[config.mk]
export PLATFORM = sky130hd
export DESIGN_NAME = alu_operand_sequencer
export DESIGN_NICKNAME = d
export VERILOG_FILES = /design/src/rtl/alu_seq_pkg.sv /design/src/rtl/btn_debounce.sv /design/src/rtl/alu_operand_sequencer.sv
export SDC_FILE = /design/constraint.sdc
export NUM_CORES = 1
export LEC_CHECK = 0
export ABC_CLOCK_PERIOD_IN_PS = 6600
export BUFFER_PORTS_ARGS = -buffer_cell sky130_fd_sc_hd__clkbuf_2
export CAP_MARGIN = 5
export CORE_MARGIN = 2
export CORE_UTILIZATION = 60
export CTS_CLUSTER_SIZE = 25
export DETAILED_ROUTE_END_ITERATION = 8
export GPL_ROUTABILITY_DRIVEN = 0
export HOLD_SLACK_MARGIN = 0.12
export PLACE_DENSITY = 0.79
export SYNTH_ARGS = -nofsm -noshare
export SYNTH_HDL_FRONTEND = slang
export SYNTH_SLANG_ARGS = --single-unit
export TNS_END_PERCENT = 1
[constraint.sdc]
create_clock -name clock -period 6.6 [get_ports clock]
set_clock_uncertainty 0.2 [all_clocks]
set_input_delay 0.33 -clock clock [delete_from_list [all_inputs] [get_ports clock]]
set_output_delay 0.33 -clock clock [all_outputs]
set_load 0.02 [all_outputs]
[src/rtl/alu_seq_pkg.sv]
// Shared types and widths for the operand sequencer: FSM states, ALU opcodes,
// and the combinational result function used when the operation is captured.
package alu_seq_pkg;

  localparam int OPERAND_W = 5;
  localparam int RESULT_W  = 6;

  typedef enum logic [1:0] {
    ST_WAIT_A  = 2'd0,
    ST_WAIT_B  = 2'd1,
    ST_WAIT_OP = 2'd2,
    ST_SHOW    = 2'd3
  } state_e;

  typedef enum logic [1:0] {
    OP_ADD     = 2'b00,
    OP_ABSDIFF = 2'b01,
    OP_MAX     = 2'b10,
    OP_CMP     = 2'b11
  } op_e;

  typedef struct packed {
    logic [RESULT_W-1:0] value;
    logic                neg;
  } alu_out_t;

  function automatic alu_out_t alu_compute(
    input logic [OPERAND_W-1:0] a,
    input logic [OPERAND_W-1:0] b,
    input op_e                  op
  );
    alu_out_t r;
    r.value = '0;
    r.neg   = 1'b0;
    case (op)
      OP_ADD:     r.value = {1'b0, a} + {1'b0, b};
      OP_ABSDIFF: begin
        r.value = (a < b) ? {1'b0, b - a} : {1'b0, a - b};
        r.neg   = (a < b);
      end
      OP_MAX:     r.value = (a < b) ? {1'b0, b} : {1'b0, a};
      OP_CMP:     r.value = (a < b) ? 6'd0 : ((a == b) ? 6'd1 : 6'd2);
      default:    r.value = '0;
    endcase
    return r;
  endfunction

endpackage

[src/rtl/btn_debounce.sv]
// Active-low pushbutton conditioner: 2-flop synchroniser, stable-level
// debounce counter and a one-cycle press pulse on the debounced 1->0 edge.
module btn_debounce #(
  parameter int DEBOUNCE_CYCLES = 500000
) (
  input  logic clock,
  input  logic rstIn,
  input  logic buttonIn,
  output logic pressPulse
);

  localparam int CNT_W = $clog2(DEBOUNCE_CYCLES + 1);
  localparam logic [CNT_W-1:0] CNT_LAST = CNT_W'(DEBOUNCE_CYCLES - 1);

  logic             sync1_q, sync2_q;
  logic             deb_q, deb_d;
  logic             armed_q, armed_d;
  logic             press_q, press_d;
  logic [CNT_W-1:0] cnt_q, cnt_d;

  // Until a full debounced release has been seen after reset, the counter
  // measures stable release time so a button held through reset cannot fire.
  always_comb begin
    cnt_d   = '0;
    deb_d   = deb_q;
    armed_d = armed_q;
    press_d = 1'b0;
    if (!armed_q) begin
      if (sync2_q) begin
        if (cnt_q == CNT_LAST) armed_d = 1'b1;
        else                   cnt_d   = cnt_q + 1'b1;
      end
    end else if (sync2_q != deb_q) begin
      if (cnt_q == CNT_LAST) begin
        deb_d   = sync2_q;
        press_d = deb_q & ~sync2_q;
      end else begin
        cnt_d = cnt_q + 1'b1;
      end
    end
  end

  always_ff @(posedge clock or negedge rstIn) begin
    if (!rstIn) begin
      sync1_q <= 1'b1;
      sync2_q <= 1'b1;
      deb_q   <= 1'b1;
      armed_q <= 1'b0;
      press_q <= 1'b0;
      cnt_q   <= '0;
    end else begin
      sync1_q <= buttonIn;
      sync2_q <= sync1_q;
      deb_q   <= deb_d;
      armed_q <= armed_d;
      press_q <= press_d;
      cnt_q   <= cnt_d;
    end
  end

  assign pressPulse = press_q;

endmodule

[src/rtl/alu_operand_sequencer.sv]
// Button-stepped operand entry: capture A, B, then an operation, show the
// registered result, and clear on the next press.
module alu_operand_sequencer
  import alu_seq_pkg::*;
#(
  parameter int DEBOUNCE_CYCLES = 500000
) (
  input  logic                 clock,
  input  logic                 rstIn,
  input  logic                 buttonIn,
  input  logic [OPERAND_W-1:0] swIn,
  input  logic [1:0]           opSel,
  output logic [RESULT_W-1:0]  sixBit,
  output logic [3:0]           stageLed,
  output logic                 negFlag
);

  logic press;

  btn_debounce #(
    .DEBOUNCE_CYCLES(DEBOUNCE_CYCLES)
  ) u_btn (
    .clock     (clock),
    .rstIn     (rstIn),
    .buttonIn  (buttonIn),
    .pressPulse(press)
  );

  state_e               state_q, state_d;
  logic [OPERAND_W-1:0] a_q, a_d, b_q, b_d;
  logic [RESULT_W-1:0]  result_q, result_d;
  logic                 neg_q, neg_d;
  alu_out_t             alu_res;

  assign alu_res = alu_compute(a_q, b_q, op_e'(opSel));

  always_comb begin
    state_d  = state_q;
    a_d      = a_q;
    b_d      = b_q;
    result_d = result_q;
    neg_d    = neg_q;
    if (press) begin
      case (state_q)
        ST_WAIT_A: begin
          a_d     = swIn;
          state_d = ST_WAIT_B;
        end
        ST_WAIT_B: begin
          b_d     = swIn;
          state_d = ST_WAIT_OP;
        end
        ST_WAIT_OP: begin
          result_d = alu_res.value;
          neg_d    = alu_res.neg;
          state_d  = ST_SHOW;
        end
        default: begin
          a_d      = '0;
          b_d      = '0;
          result_d = '0;
          neg_d    = 1'b0;
          state_d  = ST_WAIT_A;
        end
      endcase
    end
  end

  always_ff @(posedge clock or negedge rstIn) begin
    if (!rstIn) begin
      state_q  <= ST_WAIT_A;
      a_q      <= '0;
      b_q      <= '0;
      result_q <= '0;
      neg_q    <= 1'b0;
    end else begin
      state_q  <= state_d;
      a_q      <= a_d;
      b_q      <= b_d;
      result_q <= result_d;
      neg_q    <= neg_d;
    end
  end

  always_comb begin
    stageLed = 4'b0001;
    case (state_q)
      ST_WAIT_A:  stageLed = 4'b0001;
      ST_WAIT_B:  stageLed = 4'b0010;
      ST_WAIT_OP: stageLed = 4'b0100;
      default:    stageLed = 4'b1000;
    endcase
  end

  // Entry states echo the switches live; SHOW freezes on the captured result.
  assign sixBit  = (state_q == ST_SHOW) ? result_q : {1'b0, swIn};
  assign negFlag = (state_q == ST_SHOW) & neg_q;

endmodule

==> impl_results.md, run 1 <==
- Crit path launch type: flip-flop
- Syn Inst Count: 314
- Min-Delay Path Class: flip-flop to flip-flop
- Number of enable flip-flop cells after synthesis: 0
- Max-cap check violation count: 0
- Post-DP HPWL: 4.47 mm
- WP data arrival: 2.63 ns
- Starting density of the core: 0.614
- Fmax: 0.379 GHz
- Initial antenna violation count: 0
- DRT iter0 DRCs: 201
- Reg2Reg Depth: 7
- Sw frac: 0.221
- Area leader, netlist: dfrtp_1
- Worst vdd ir: 140 uV
- IO Pins: 21
- Area grow syn2layout: 10.3%
- Final worst slack: 3.96 ns
- Vias in the first global route: 2180
- Num rows: 25
- Seq pwr share: 0.537
- Worst R2R Start: a_q[1]
- CP Class: flip-flop to flip-flop
- Average vias per placed instance: 5.87
- CTS Root Cell: clkbuf_8
- Synth area leaders: dfrtp_1, ha_1, nand2_1
- DRC errors left: 0
- Unrepaired setup endpoints after global routing: false
- Syn Std Cell Area: 2860 um2
- Final period util: 0.400
- CP endpoint kind: flip-flop
- Total power draw: 502 uW
- Yosys top cell area share: 0.350
- R2R setup slack: 3.96 ns
- Core ar.: 4660 um2
- Hold buffers post-CTS: 7
- Worst setup path end: result_q[1]
- Distinct cell type count after synthesis: 61
- Final hold viol count: 0
- Clock Latency Late Sink: 0.29 ns
- Commonest cells in the netlist: nand2_1, dfrtp_1, nor2_1, inv_1, ha_1
- Maximum clock path buffer count: 2
- Main synth FF type: dfrtp_1
- Ant diodes: 0
- Most common cell in the netlist: nand2_1
- FF+latch count, synth: 43
- Combinational power share: 0.060
- Post-CTS Setup Bufs: 0
- Sequential share of the synthesized area: 0.377
- Reg-to-reg endpoint: result_q[1]
- # nets final: 371
- Cell leakage power: 0.00154 uW
- Overall global routing resource usage: 0.252
- Count of final setup violators: 0
- Syn nets: 348
- CTS sink cnt: 43
- Die Ht: 73.1 um
- Mean Syn Cell Area: 9.12 um2
- Detailed-route via count: 2301
- Worst Setup SP: a_q[1]
- Routed WL per cell: 15.4 um
- 1st-pass router iterations: 4
- Final core occ: 0.678
- CTS tree: yes
- GRT overflow: 0
- Worst slew pin tran: 1.02 ns
- Die Area: 5340 um2
- H-tree Lvls: 2
- Status: finished clean
- Setup slack after placement: 3.97 ns
- Power Density: 159 nW/um2
- Slew Viols, Final: 0
- CTS buffer count: 5
- Clock power frac: 0.403
- Die Wd: 73.1 um
- Post-layout min period: 2.64 ns
- First-pass GRT wire length: 10.4 mm
- Internal power: 391 uW
- WHS: 0.159 ns
- Share of cells above drive strength 1: 0.121
- Post-DRT Antenna Nets: 0
- Setup TNS: 0 ns
- Net load switching power: 111 uW
- Worst Path Max Fanout: 9
- YS warnings: 0
- Reg clk slew, reported paths: 0.08 ns
- Total wire length: 6.02 mm
- Async SR Flop Fraction: 1.00
- Largest net degree at the start of global routing: 44
- Post-CTS resize count: 0
- Worst EP required: 6.59 ns
- Port Buffers: 20
- Relative slew slack: 0.320
routing by layer:
| metal | share of wire | track usage | up-vias |
|---|---|---|---|
| met5 | 0 | 0 | - |
| met4 | 0.016 | 0.0741 | 0 |
| met3 | 0.035 | 0.0387 | 9 |
| met2 | 0.51 | 0.432 | 50 |
| met1 | 0.44 | 0.330 | 1099 |
| li1 | - | - | 1143 |
cells in the final DEF (no fill, tap or decap), types with 6 or more instances in the layout:
cell type,n
nand2_1,41
dfrtp_1,40
nor2_1,26
inv_1,24
ha_1,21
clkbuf_2,20
o21ai_0,18
xor2_1,14
a21oi_1,10
nand3_1,9
nand4_1,8
dlygate4sd3_1,7
mux2_2,6
cells by family (layout without fill, tap and decap cells):
kind of cell,after synthesis,count (layout),synth area share
AND/OR/NAND/NOR,127,127,0.233
AO/OA/AOI/OAI,58,58,0.137
flip-flops,43,43,0.377
buffers and inverters,35,59,0.0507
adder cells (fa/ha/maj),24,24,0.113
XOR/XNOR,19,19,0.0581
multiplexers,8,8,0.0306
registers in the layout, indices dropped and copies added (netlist names), 2 cells and up:
signal / flops
result_q: 6
state_q: 2
b_q: 5
u_btn.cnt_q: 19
a_q: 5
area by class of cell:
type / instances / area [um2]
clock inverters: 3 / 43.8
flip-flops and latches: 43 / 1080
well taps: 54 / 67.6
fillers: 384 / 1500
multi-input cells: 236 / 1640
repair buffers: 27 / 170
clock buffers: 5 / 68.8
inverters: 24 / 90.1
worst min-delay path by stage:
stage	to	start	cells after the start
detailed placement	u_btn.sync2_q	u_btn.sync1_q	0
finish	u_btn.sync2_q	u_btn.sync1_q	0
floorplan	a_q[0]	rstIn	0
global placement	u_btn.sync2_q	u_btn.sync1_q	0
CTS	u_btn.sync2_q	u_btn.sync1_q	0
global route	u_btn.sync2_q	u_btn.sync1_q	0
metrics by stage:
| step | instance area (um2) | std cells |
|---|---|---|
| 2_1_floorplan | 2860 | 314 |
| 3_3_place_gp | 2980 | 377 |
| 3_5_place_dp | 2980 | 377 |
| 4_1_cts | 3160 | 392 |
| 5_1_grt | 3160 | 392 |
| 6_report | 3160 | 392 |
critical path, cell delays in order, from the launching register on:
cell	delay [ns]
dfrtp_1	0.49
inv_1	0.16
ha_1	0.38
nor2b_1	0.16
o21ai_1	0.46
and2_1	0.31
a211oi_1	0.07
o41ai_1	0.31
power by group through the flow:
stage,Sequential (uW),Clock (uW),Combinational (uW)
after floorplan,274,0,15.3
after global placement,274,0,27.0
after detailed placement,274,0,27.3
after CTS,269,209,30.6
after global routing,270,220,34.3
final,269,202,30.2
Note: power is estimated with default switching activity, not from simulation.
==> run 2: changes to the inputs <==
Settings changed: ABC_AREA from default to 1, ABC_CLOCK_PERIOD_IN_PS 6600 to 2500.
Clock period 6.6 ns to 2.5 ns, I/O delays scaled along.
==> run 2 against run 1 <==
Core utilization increased by 2.7 points. Die area increased by 2.4%. Power increased to 2.7 times the previous value. Maximum frequency is 14% higher. Sequential power grew to 2.6 times the previous value. Global-route usage is 2.1 points higher. Synthesized cell count rose by 25%. Hold slack hardly changed. Register-to-register slack got worse by 3.8 ns. First-iteration DRC count increased by 22%. Final area up 5.4%. Largest power group unchanged. Highest routed layer unchanged.
==> impl_results.md, run 2 <==
- Status: finished clean
- Overall global routing resource usage: 0.274
- Reg with most FFs: u_btn.cnt_q
- Syn Inst Count: 394
- Num rows: 25
- Crit-path cells: inv_1 -> ha_1 -> nand2_1 -> inv_1 -> nand3_1 -> nand3_2 -> nand2_1 -> nand3_1 -> nand2_1 -> nand2_1 -> nand2_1 -> nand2_1
- Die Area: 5470 um2
- Core ar.: 4720 um2
- Die Wd: 73.9 um
- Detailed-route via count: 2708
- H-tree Lvls: 2
- Setup slack after placement: 0.274 ns
- R2R setup slack: 0.18 ns
- WHS: 0.159 ns
- CTS tree: yes
- Power Density: 403 nW/um2
- Yosys top cell area share: 0.341
- Total wire length: 6.78 mm
- Final period util: 0.927
- Maximum clock path buffer count: 2
- Worst vdd ir: 374 uV
- Post-DRT Antenna Nets: 0
- WHS Path Cells: 0
- Reg2Reg Depth: 12
- Port Buffers: 20
- Cell leakage power: 0.00165 uW
- Count of final setup violators: 0
- Async SR Flop Fraction: 1.00
- Largest regs: u_btn.cnt_q: 19 flops, result_q: 6 flops
- Most common cell in the netlist: nand2_1
- CTS sink cnt: 43
- Reg clk slew, reported paths: 0.09 ns
- Final hold viol count: 0
- Post-DP HPWL: 5.19 mm
- Syn nets: 428
- Hold path start: u_btn.sync1_q
- Mean Syn Cell Area: 7.45 um2
- Placed insts: 478
- Design area: 3330 um2
- FF+latch count, synth: 43
- 1st-pass router iterations: 5
- Number of flip-flops under the largest register name: 19
- Share of cells above drive strength 1: 0.128
- Clock Latency Late Sink: 0.30 ns
- Vias in the first global route: 2426
- CTS Root Cell: clkbuf_8
- Slew Viols, Final: 0
- Syn Std Cell Area: 2940 um2
- WP data arrival: 2.32 ns
- Most frequent cells in the layout: nand2_1, inv_1, dfrtp_1
- Ant diodes: 0
- Largest net degree at the start of global routing: 34
- # nets final: 463
- Slowest stage cell, crit path: dfrtp_1
- Distinct cell type count after synthesis: 33
- Final worst slack: 0.182 ns
- Critical path's largest stage delay: 0.44 ns
- DRT iter0 DRCs: 246
- Area leader, netlist: dfrtp_1
- Fmax: 0.431 GHz
- Synth area leaders: dfrtp_1, nand2_1, ha_1
- Area grow syn2layout: 13.4%
- Finished Layout Cells: 497
- Most common cell after layout, fill and taps aside: nand2_1
- Commonest cells in the netlist: nand2_1, inv_1, dfrtp_1, nand3_1, nor2_1
- Number of enable flip-flop cells after synthesis: 0
- Crit-path most repeated cell: nand2_1
- Crit path launch type: flip-flop
- Average vias per placed instance: 5.45
- Main synth FF type: dfrtp_1
- Worst R2R Start: a_q[1]
- Min-Delay Path Class: flip-flop to flip-flop
- CTS buffer count: 5
- Unrepaired setup endpoints after global routing: false
- GRT overflow: 0
- Worst EP required: 2.50 ns
- Relative slew slack: 0.589
- CP Class: flip-flop to flip-flop
- Post-CTS Setup Bufs: 0
- Min-Delay Endpoint: u_btn.sync2_q
- Worst Path Max Fanout: 9
- First-pass GRT wire length: 11.4 mm
- Reg-to-reg endpoint: result_q[4]
- Post-layout min period: 2.32 ns
- Sequential share of the synthesized area: 0.368
- IO Pins: 21
- DRC errors left: 0
- Die Ht: 73.9 um
- Worst slew pin tran: 0.614 ns
- Setup TNS: 0 ns
- Placed Area: 3100 um2
- CP endpoint kind: flip-flop
- Starting density of the core: 0.621
- YS warnings: 0
- Max-cap check violation count: 0
- Initial antenna violation count: 0
- Routed WL per cell: 13.6 um
[run 2: cell types whose count changed after synthesis, sizes merged, moves of 4 or more]
cell / before / now
a21oi: 10 / 17
nand2: 41 / 107
mux2: 6 / 0
nor4: 5 / 1
nor2b: 4 / 0
xor2: 14 / 3
clkbuf: 5 / 1
nor2: 27 / 43
and2: 4 / 0
inv: 24 / 56
nor3: 6 / 13
nand3: 9 / 39
[run 2: area by class of cell]
class | count | area (um2)
Clock inverter | 3 | 43.8
Timing Repair Buffer | 32 | 218
Tap cell | 67 | 83.8
Sequential cell | 43 | 1080
Clock buffer | 5 | 68.8
Multi-Input combinational cell | 291 | 1620
Fill cell | 398 | 1400
Inverter | 56 | 210
[run 2: worst max-delay path by stage]
| stage | start | endpoint | slack (ns) |
|---|---|---|---|
| floorplan | a_q[1] | result_q[4] | 0.59 |
| global placement | a_q[1] | result_q[4] | 0.37 |
| detailed placement | a_q[2] | result_q[3] | 0.27 |
| CTS | a_q[2] | result_q[2] | 0.25 |
| global route | a_q[1] | result_q[4] | 0.09 |
| finish | a_q[1] | result_q[4] | 0.18 |
[run 2: repair_timing]
action	in CTS	in global routing
gates resized for setup	0	1
endpoints found under the hold margin	56	0
hold buffers	11	0
setup endpoints to repair	0	1
[run 2: critical path: cells and delay by family, from the launching register on]
| kind | cells | cell delay [ns] |
|---|---|---|
| fa+ha+maj | 1 | 0.31 |
| buf+inv | 2 | 0.31 |
| flops | 1 | 0.44 |
| simple gates | 9 | 0.96 |
[run 2: report_power, final]
part | internal (uW) | switching (uW) | leakage [uW]
Sequential | 702 | 3.88 | 0.000509
Clock | 298 | 255 | 0.0000581
Combinational | 31.7 | 52.1 | 0.00108
Total | 1030 | 311 | 0.00165
[run 2: cells by family after synthesis]
group | Yosys count | synth area share
compound gates | 42 | 0.0776
xor+xnor | 5 | 0.0149
fa+ha+maj | 24 | 0.110
buf+inv | 60 | 0.0797
flops | 43 | 0.368
simple gates | 220 | 0.350
[run 2: layer usage]
layer,up-vias,global-route usage,routed length [um]
met5,-,0,0
met4,0,0.0768,83
met3,11,0.0528,500
met2,111,0.398,2960
met1,1253,0.419,3230
li1,1333,-,-
[run 2: through the flow]
| stage | power (uW) | util |
|---|---|---|
| floorplan | 753 | - |
| global placement | 789 | 0.657 |
| detailed placement | 791 | 0.657 |
| CTS | 1350 | 0.704 |
| global route | 1390 | 0.705 |
| finish | 1340 | 0.705 |
